File: src/rtl/quantum_state_magnitudes_seq.sv
// quantum_state_magnitudes_seq
//   Sequential |a_k|^2 engine for a 2**NUM_QUBITS amplitude state vector.
//   One amplitude per cycle through a single pair of squarers; results are
//   streamed (mag_valid/mag_index/mag_sq) and collected into mag_vec_out.
//   Optional feature macro: ARGMAX_EN (running argmax on max_index/max_mag).
//
//   state | meaning
//   ------+------------------------------------------------------------
//   IDLE  | ready=1, waiting for start; outputs hold last results
//   CALC  | squaring amplitude idx, result registered for next cycle
`ifndef TOTAL_BITS
`define TOTAL_BITS 16
`endif
`ifndef FX_BITS
`define FX_BITS 8
`endif

module quantum_state_magnitudes_seq #(
   parameter int NUM_QUBITS = 2,
   parameter int W          = `TOTAL_BITS,
   parameter int FRAC       = `FX_BITS
) (
   input  logic                                  clk,
   input  logic                                  rst_n,
   input  logic                                  start,
   input  logic [2*W*(1 << NUM_QUBITS)-1:0]      q_state_in,
   output logic                                  ready,
   output logic                                  mag_valid,
   output logic [NUM_QUBITS-1:0]                 mag_index,
   output logic [W-1:0]                          mag_sq,
   output logic [W*(1 << NUM_QUBITS)-1:0]        mag_vec_out,
   output logic                                  done,
   output logic [NUM_QUBITS-1:0]                 max_index,
   output logic [W-1:0]                          max_mag
);

   localparam int N = 1 << NUM_QUBITS;
   localparam logic [NUM_QUBITS-1:0] LAST = NUM_QUBITS'(N - 1);
   localparam logic [W-1:0] MAXV = {1'b0, {(W-1){1'b1}}};
   localparam logic signed [2*W-1:0] MAXV_WIDE = {{W{1'b0}}, MAXV};

   typedef enum logic {IDLE, CALC} state_t;

   state_t                  state, state_nxt;
   logic                    accept;
   logic [2*W*N-1:0]        q_reg;
   logic [NUM_QUBITS-1:0]   idx;
   logic [2*W-1:0]          amp_cur;
   logic [W-1:0]            re_sq, im_sq, mag_cur;
   logic [W:0]              mag_sum;

   // Square of a signed fixed-point value, rescaled by FRAC and clipped to the
   // positive range; -2^(W-1) squares to a value that always clips.
   function automatic logic [W-1:0] sq_sat(input logic [W-1:0] x);
      logic signed [2*W-1:0] xe;
      logic signed [2*W-1:0] p;
      xe = {{W{x[W-1]}}, x};
      p  = (xe * xe) >>> FRAC;
      if (p > MAXV_WIDE) return MAXV;
      return p[W-1:0];
   endfunction

   assign ready   = (state == IDLE);
   assign amp_cur = q_reg[(N - 1 - int'(idx))*2*W +: 2*W];

   // Magnitude of the amplitude currently selected by idx
   always_comb begin
      re_sq   = sq_sat(amp_cur[2*W-1 -: W]);
      im_sq   = sq_sat(amp_cur[W-1:0]);
      mag_sum = {1'b0, re_sq} + {1'b0, im_sq};
      mag_cur = (mag_sum > {1'b0, MAXV}) ? MAXV : mag_sum[W-1:0];
   end

   // State register
   always_ff @(posedge clk or negedge rst_n) begin
      if (!rst_n) state <= IDLE;
      else        state <= state_nxt;
   end

   // Next-state decode and start acceptance
   always_comb begin
      state_nxt = state;
      accept    = 1'b0;
      case (state)
         IDLE: if (start) begin
            accept    = 1'b1;
            state_nxt = CALC;
         end
         CALC: if (idx == LAST) state_nxt = IDLE;
         default: state_nxt = IDLE;
      endcase
   end

   // Capture, index counter and registered result stream
   always_ff @(posedge clk or negedge rst_n) begin
      if (!rst_n) begin
         q_reg       <= '0;
         idx         <= '0;
         mag_valid   <= 1'b0;
         mag_index   <= '0;
         mag_sq      <= '0;
         mag_vec_out <= '0;
         done        <= 1'b0;
      end else begin
         mag_valid <= 1'b0;
         done      <= 1'b0;
         if (accept) begin
            q_reg <= q_state_in;
            idx   <= '0;
         end
         if (state == CALC) begin
            mag_valid <= 1'b1;
            mag_index <= idx;
            mag_sq    <= mag_cur;
            mag_vec_out[(N - 1 - int'(idx))*W +: W] <= mag_cur;
            done      <= (idx == LAST);
            idx       <= idx + NUM_QUBITS'(1);
         end
      end
   end

`ifdef ARGMAX_EN
   // Running argmax; strict compare keeps the lowest index on ties
   always_ff @(posedge clk or negedge rst_n) begin
      if (!rst_n) begin
         max_index <= '0;
         max_mag   <= '0;
      end else if (accept) begin
         max_index <= '0;
         max_mag   <= '0;
      end else if (state == CALC && mag_cur > max_mag) begin
         max_index <= idx;
         max_mag   <= mag_cur;
      end
   end
`else
   assign max_index = '0;
   assign max_mag   = '0;
`endif

endmodule

File: config.mk
export PLATFORM = sky130hd
export DESIGN_NAME = quantum_state_magnitudes_seq
export DESIGN_NICKNAME = d
export VERILOG_FILES = /design/src/rtl/quantum_state_magnitudes_seq.sv
export SDC_FILE = /design/constraint.sdc
export NUM_CORES = 2
export LEC_CHECK = 0
export ABC_CLOCK_PERIOD_IN_PS = 14600
export BUFFER_PORTS_ARGS = -buffer_cell sky130_fd_sc_hd__buf_2
export CAP_MARGIN = 20
export CORE_MARGIN = 1
export CORE_UTILIZATION = 35
export DETAILED_ROUTE_END_ITERATION = 16
export GPL_ROUTABILITY_DRIVEN = 0
export PLACE_DENSITY = 0.47
export RECOVER_POWER = 50
export SETUP_SLACK_MARGIN = 0.5
export SLEW_MARGIN = 30
export SYNTH_ARGS = -nofsm -noshare
export SYNTH_HDL_FRONTEND = slang
export SYNTH_SLANG_ARGS = --single-unit
File: constraint.sdc
create_clock -name clk -period 14.6 [get_ports clk]
set_input_delay 2.19 -clock clk [delete_from_list [all_inputs] [get_ports clk]]
set_output_delay 2.19 -clock clk [all_outputs]
set_load 0.01 [all_outputs]
# Word-level counts from Yosys, hierarchy flattened
# Index checks and enable logic that the tools add are counted.
# word_totals
regBits	215
in_bits	131
out_inout_bits	103
wordCells	39
# op_classes
n_addsub	4
multipliers	2
n_lt_le_gt_ge	3
n_eq_ne	1
n_shift	3
muxes	16
bitwise_logic	1
n_reduce_logical	1
# op_table
operator	n
$shiftx 128x8->32	1
$mux 16	5
$bwmux 64	1
$mul 16x16->32	2
$shift 16x33->64 const A	1
$shiftx 16x33->64	1
$gt 24x16->1 const B	2
$neg 7->33	1
$add 16x16->17	1
$gt 17x15->1 const B	1
$mux 1	7
$mux 2	2
$sub 2x2->3 const A	1
$add 2x1->2 const B	1
$eq 2x2->1 const B	1
$pmux 1 s2	1
$reduce_bool 2->1	1
$not 1->1	1

# Logic depth before layout (Yosys ltp)
# logic_depth
ltp_word	11
depth_mapped	46
ltp_nobuf	40

# Least setup slack after synthesis
# Ideal clock, no wire load.
# synth_path
kind	register -> register
start	register idx[0]
end	register mag_sq[0]
setup_time_ns	0.125
arrival_ns	10.659
t_required_ns	14.475
path_slack_ns	3.816
path_stages_with_launch	41
path_buffers	6
period_less_slack_ns	10.784
path_cell_list	dfrtp_1 > buf_6 > clkbuf_1 > buf_1 > mux2_2 > o21ai_1 > clkinv_1 > and2_1 > fa_1 > inv_1 > fa_1 > fa_1 > inv_1 > fa_1 > fa_1 > inv_1 > fa_1 > inv_1 > [... 5 more ...] > o21ai_0 > or4_1 > nand3_1 > o311ai_1 > o41ai_4 > buf_6 > nand2_1 > ha_1 > nor2b_1 > o21ai_0 > a21boi_0 > o221ai_1 > a211oi_1 > o32a_1 > nor3_1 > clkbuf_1 > o21bai_1 > mux2_2
# synth_via
elab_chain_len	9
elab_cells_between_ends	13
classes_between	add/sub: 2; mul: 2; order compare: 3; shift: 1; mux: 5
# synth_rtl
item	line	source
start, declared	47	logic [NUM_QUBITS-1:0] idx;
start signal, assigned	117	idx <= idx + NUM_QUBITS'(1);
$sub 2x2->3 (*)	64	assign amp_cur = q_reg[(N - 1 - int'(idx))*2*W +: 2*W];
$shiftx 128x8->32 (*)	64	
$mul 16x16->32	58	p = (xe * xe) >>> FRAC;
$gt 24x16->1	59	if (p > MAXV_WIDE) return MAXV;
$mux 1	59	
$mux 16	60	return p[W-1:0];
$add 16x16->17 (*)	70	mag_sum = {1'b0, re_sq} + {1'b0, im_sq};
$gt 17x15->1	71	mag_cur = (mag_sum > {1'b0, MAXV}) ? MAXV : mag_sum[W-1:0];
$mux 16 (*)	71	
end signal, assigned	114	mag_sq <= mag_cur;
end, declared	30	output logic [W-1:0] mag_sq,
# Mark *: on every way between the ends. The rest lies on a longest branch, timed or not.
# A chain may end at the register's enable or synchronous reset.

# Final worst setup path
# layout_path
start	register idx[1]
end	register mag_sq[0]
# Same word-level chain as after synthesis.

==> impl_metrics.py <==
metrics = {
    "logic_synthesis": {
        "yosysWarnings": 0,
        "ys.flop_type": "dfrtp_1",
        "ys_ff_latch": 215,
        "yosys-top-cells-area": "fa_1, dfrtp_1, inv_1",
        "synth_edf_count": 0,
        "synth_top_cell_by_area": "fa_1",
        "syn_area_um2": 28000,
        "syn_avg_cell_area_um2": 9.86,
        "yosysSeqAreaShare": 0.192,
        "netlist_instances": 2838,
        "ys_types": 77,
        "synth.top_cell.area_share": 0.337,
        "async_flop_share": 1.00,
    },
    "grt": {
        "track_usage": 0.192,
        "grt_pass1_vias": 21827,
        "grt_pass1_wl_um": 123000,
        "overflow": 0,
        "grt_start_max_net_pins": 87,
        "antenna_found_initial": 15,
    },
    "worst_setup_path": {
        "path_class": "reg2reg",
        "crit_path_max_incr_delay_ns": 1.15,
        "cp.arrival_ns": 13.08,
        "cp_common_cell": "fa_1",
        "critPathMaxFanout": 30,
        "critPathSlowestCell": "dfrtp_1",
        "critPathCaptureType": "flip-flop",
        "startpoint_type": "flip-flop",
        "worst_ep_required_time_ns": 15.03,
        "reg2reg_depth": 32,
    },
    "final_layout": {
        "area_growth_pct": 10.7,
        "nets": 3790,
        "drive_gt1_frac": 0.147,
        "seq_area_um2": 5380,
        "fillCellCount": 7864,
        "multi_input_area_um2": 19700,
        "layout_commonest_cell": "inv_1",
        "largest_reg_flops": 128,
        "mostFrequentLayoutCells": "inv_1, fa_1, nand2_1",
    },
    "timing": {
        "slew_viol_final": 279,
        "setup-violations-final": 0,
        "skew_ns": 0.0329,
        "min_period_over_period": 0.866,
        "min_period_ns": 12.65,
        "setup_slack_ns": 1.95,
        "slew_headroom": -2.17,
        "fin_setup_tns_ns": 0,
        "worstMarginPinSlew_ns": 4.76,
        "rsz0062_at_grt": "no",
        "final_hold_viol_count": 0,
        "timing.fmax_mhz": 79.1,
    },
    "status": {
        "status": "complete, but fails checks",
        "violations": "capacitance limit, slew limit",
    },
    "cts": {
        "cts_sinks": 215,
        "cts_setup_buffers": 0,
        "path_clk_slew_ns": 0.06,
        "root_buffer": "clkbuf_16",
        "tritoncts": "yes",
        "cts_hold_buf": 0,
        "cts_max_level": 1,
        "numCtsBuffers": 26,
        "clock_latency_ns": 0.58,
        "cts_buffer_depth": 3,
        "cts_resized": 0,
    },
    "die": {
        "die_width_um": 285,
        "die_h_um": 285,
        "initial_core_util": 0.354,
        "dieArea_um2": 81100,
        "io_pins": 234,
        "core_area_um2": 79000,
        "fp-row-count": 103,
    },
    "detailed_routing": {
        "detailedRoute.firstPassIterationCount": 5,
        "drcViolationCount": 0,
        "postRouteAntennaNets": 0,
        "wire_per_inst_um": 18.8,
        "num_vias": 19831,
        "routed_via_density": 4.87,
        "drt_iter0_drc": 794,
        "wl_um": 76400,
    },
    "worst_hold_path": {
        "hp-class": "reg2reg",
        "holdPathStages": 2,
    },
    "place": {
        "hpwl_um": 62900,
        "port_buffers": 215,
        "pre_cts_ws_ns": 2.07,
    },
    "job": {
        "cap_violations": 5,
    },
}
==> metal layers <==
metal,routed length (um),GRT usage,part of all wire
met2,33500,0.303,0.44
met4,1140,0.0280,0.015
met5,105,0,0.0014
met1,37500,0.283,0.49
met3,4190,0.0319,0.055
==> cell type report <==
class,instances,share of cell area
Timing Repair Buffer,233,0.0379
Clock inverter,11,0.00602
Clock buffer,37,0.0236
Inverter,667,0.0808
Multi-Input combinational cell,1857,0.635
Tap cell,1050,0.0424
Sequential cell,215,0.174
Antenna cell,5,0.000404
==> metrics by stage <==
stage	hold WS (ns)	utilization	instance area, um2	cells
after CTS	0.488	0.393	31000	4070
final	0.486	0.392	31000	4075
after global routing	0.515	0.392	31000	4074
after global placement	0.463	0.381	30100	4021
after floorplan	0.352	-	28100	2855
after detailed placement	0.471	0.381	30100	4022
==> critical path: cells and delay by family, from the launching register on <==
family                     cells  cell delay (ns)
AOI/OAI and AO/OA             15             4.76
adders and majority gates      8             4.10
and+or+nand+nor                4             1.28
DFF                            1             1.15
buffers and inverters          4             0.82
muxes                          1             0.34
==> synthesized netlist by cell type (3+ instances only) <==
cell type  count
inv_1        660
fa_1         471
nand2_1      252
dfrtp_1      215
ha_1         188
mux2_2       153
nor2_1       152
clkbuf_1      76
a21oi_1       67
o21ai_0       64
xnor2_1       53
and2_1        41
a22o_1        40
o21a_1        31
nor3_1        27
xor2_1        24
mux2i_1       23
a21o_1        22
nand3_1       22
buf_1         19
nand2b_1      19
o21bai_1      19
a31oi_1       18
buf_4         18
nand4_1       16
mux4_2        13
nor2b_1       10
a211oi_1       9
and3_1         9
clkinv_1       7
or2_2          7
o211ai_1       6
o21ai_1        6
or3_1          6
a21boi_0       4
a221o_1        4
a31o_2         4
or4_1          4
a2111oi_0      3
and4_1         3
nor3b_1        3
nor4_1         3
o211a_1        3
o31a_1         3
o31ai_1        3
==> cell families (layout without fill, tap and decap cells) <==
| family | after synthesis | count (layout) | synth area share |
|---|---|---|---|
| xor+xnor | 77 | 77 | 0.0241 |
| compound gates | 332 | 332 | 0.0811 |
| mux | 189 | 189 | 0.0802 |
| simple gates | 582 | 582 | 0.0932 |
| fa+ha+maj | 659 | 659 | 0.421 |
| other cells | 1 | 23 | 0.000134 |
| flops | 215 | 215 | 0.192 |
| buf+inv | 783 | 948 | 0.108 |
==> path summary, 6_finish.rpt <==
path / endpoint / from / slack, ns
hold reg to reg: mag_vec_out[35]$_DFFE_PN0P_ / mag_vec_out[35]$_DFFE_PN0P_ / 0.49
setup reg to reg: mag_sq[0]$_DFFE_PN0P_ / idx[1]$_DFFE_PN0P_ / 1.95
setup / recovery: mag_sq[0]$_DFFE_PN0P_ / idx[1]$_DFFE_PN0P_ / 1.95
min in group asynchronous: mag_index[0]$_DFFE_PN0P_ / rst_n / 2.56
max in group asynchronous: idx[0]$_DFFE_PN0P_ / rst_n / 5.71
hold / removal: mag_vec_out[35]$_DFFE_PN0P_ / mag_vec_out[35]$_DFFE_PN0P_ / 0.49
Power is not shown: default switching activity piles up to over one toggle a cycle in this logic, so the estimate is an artifact.
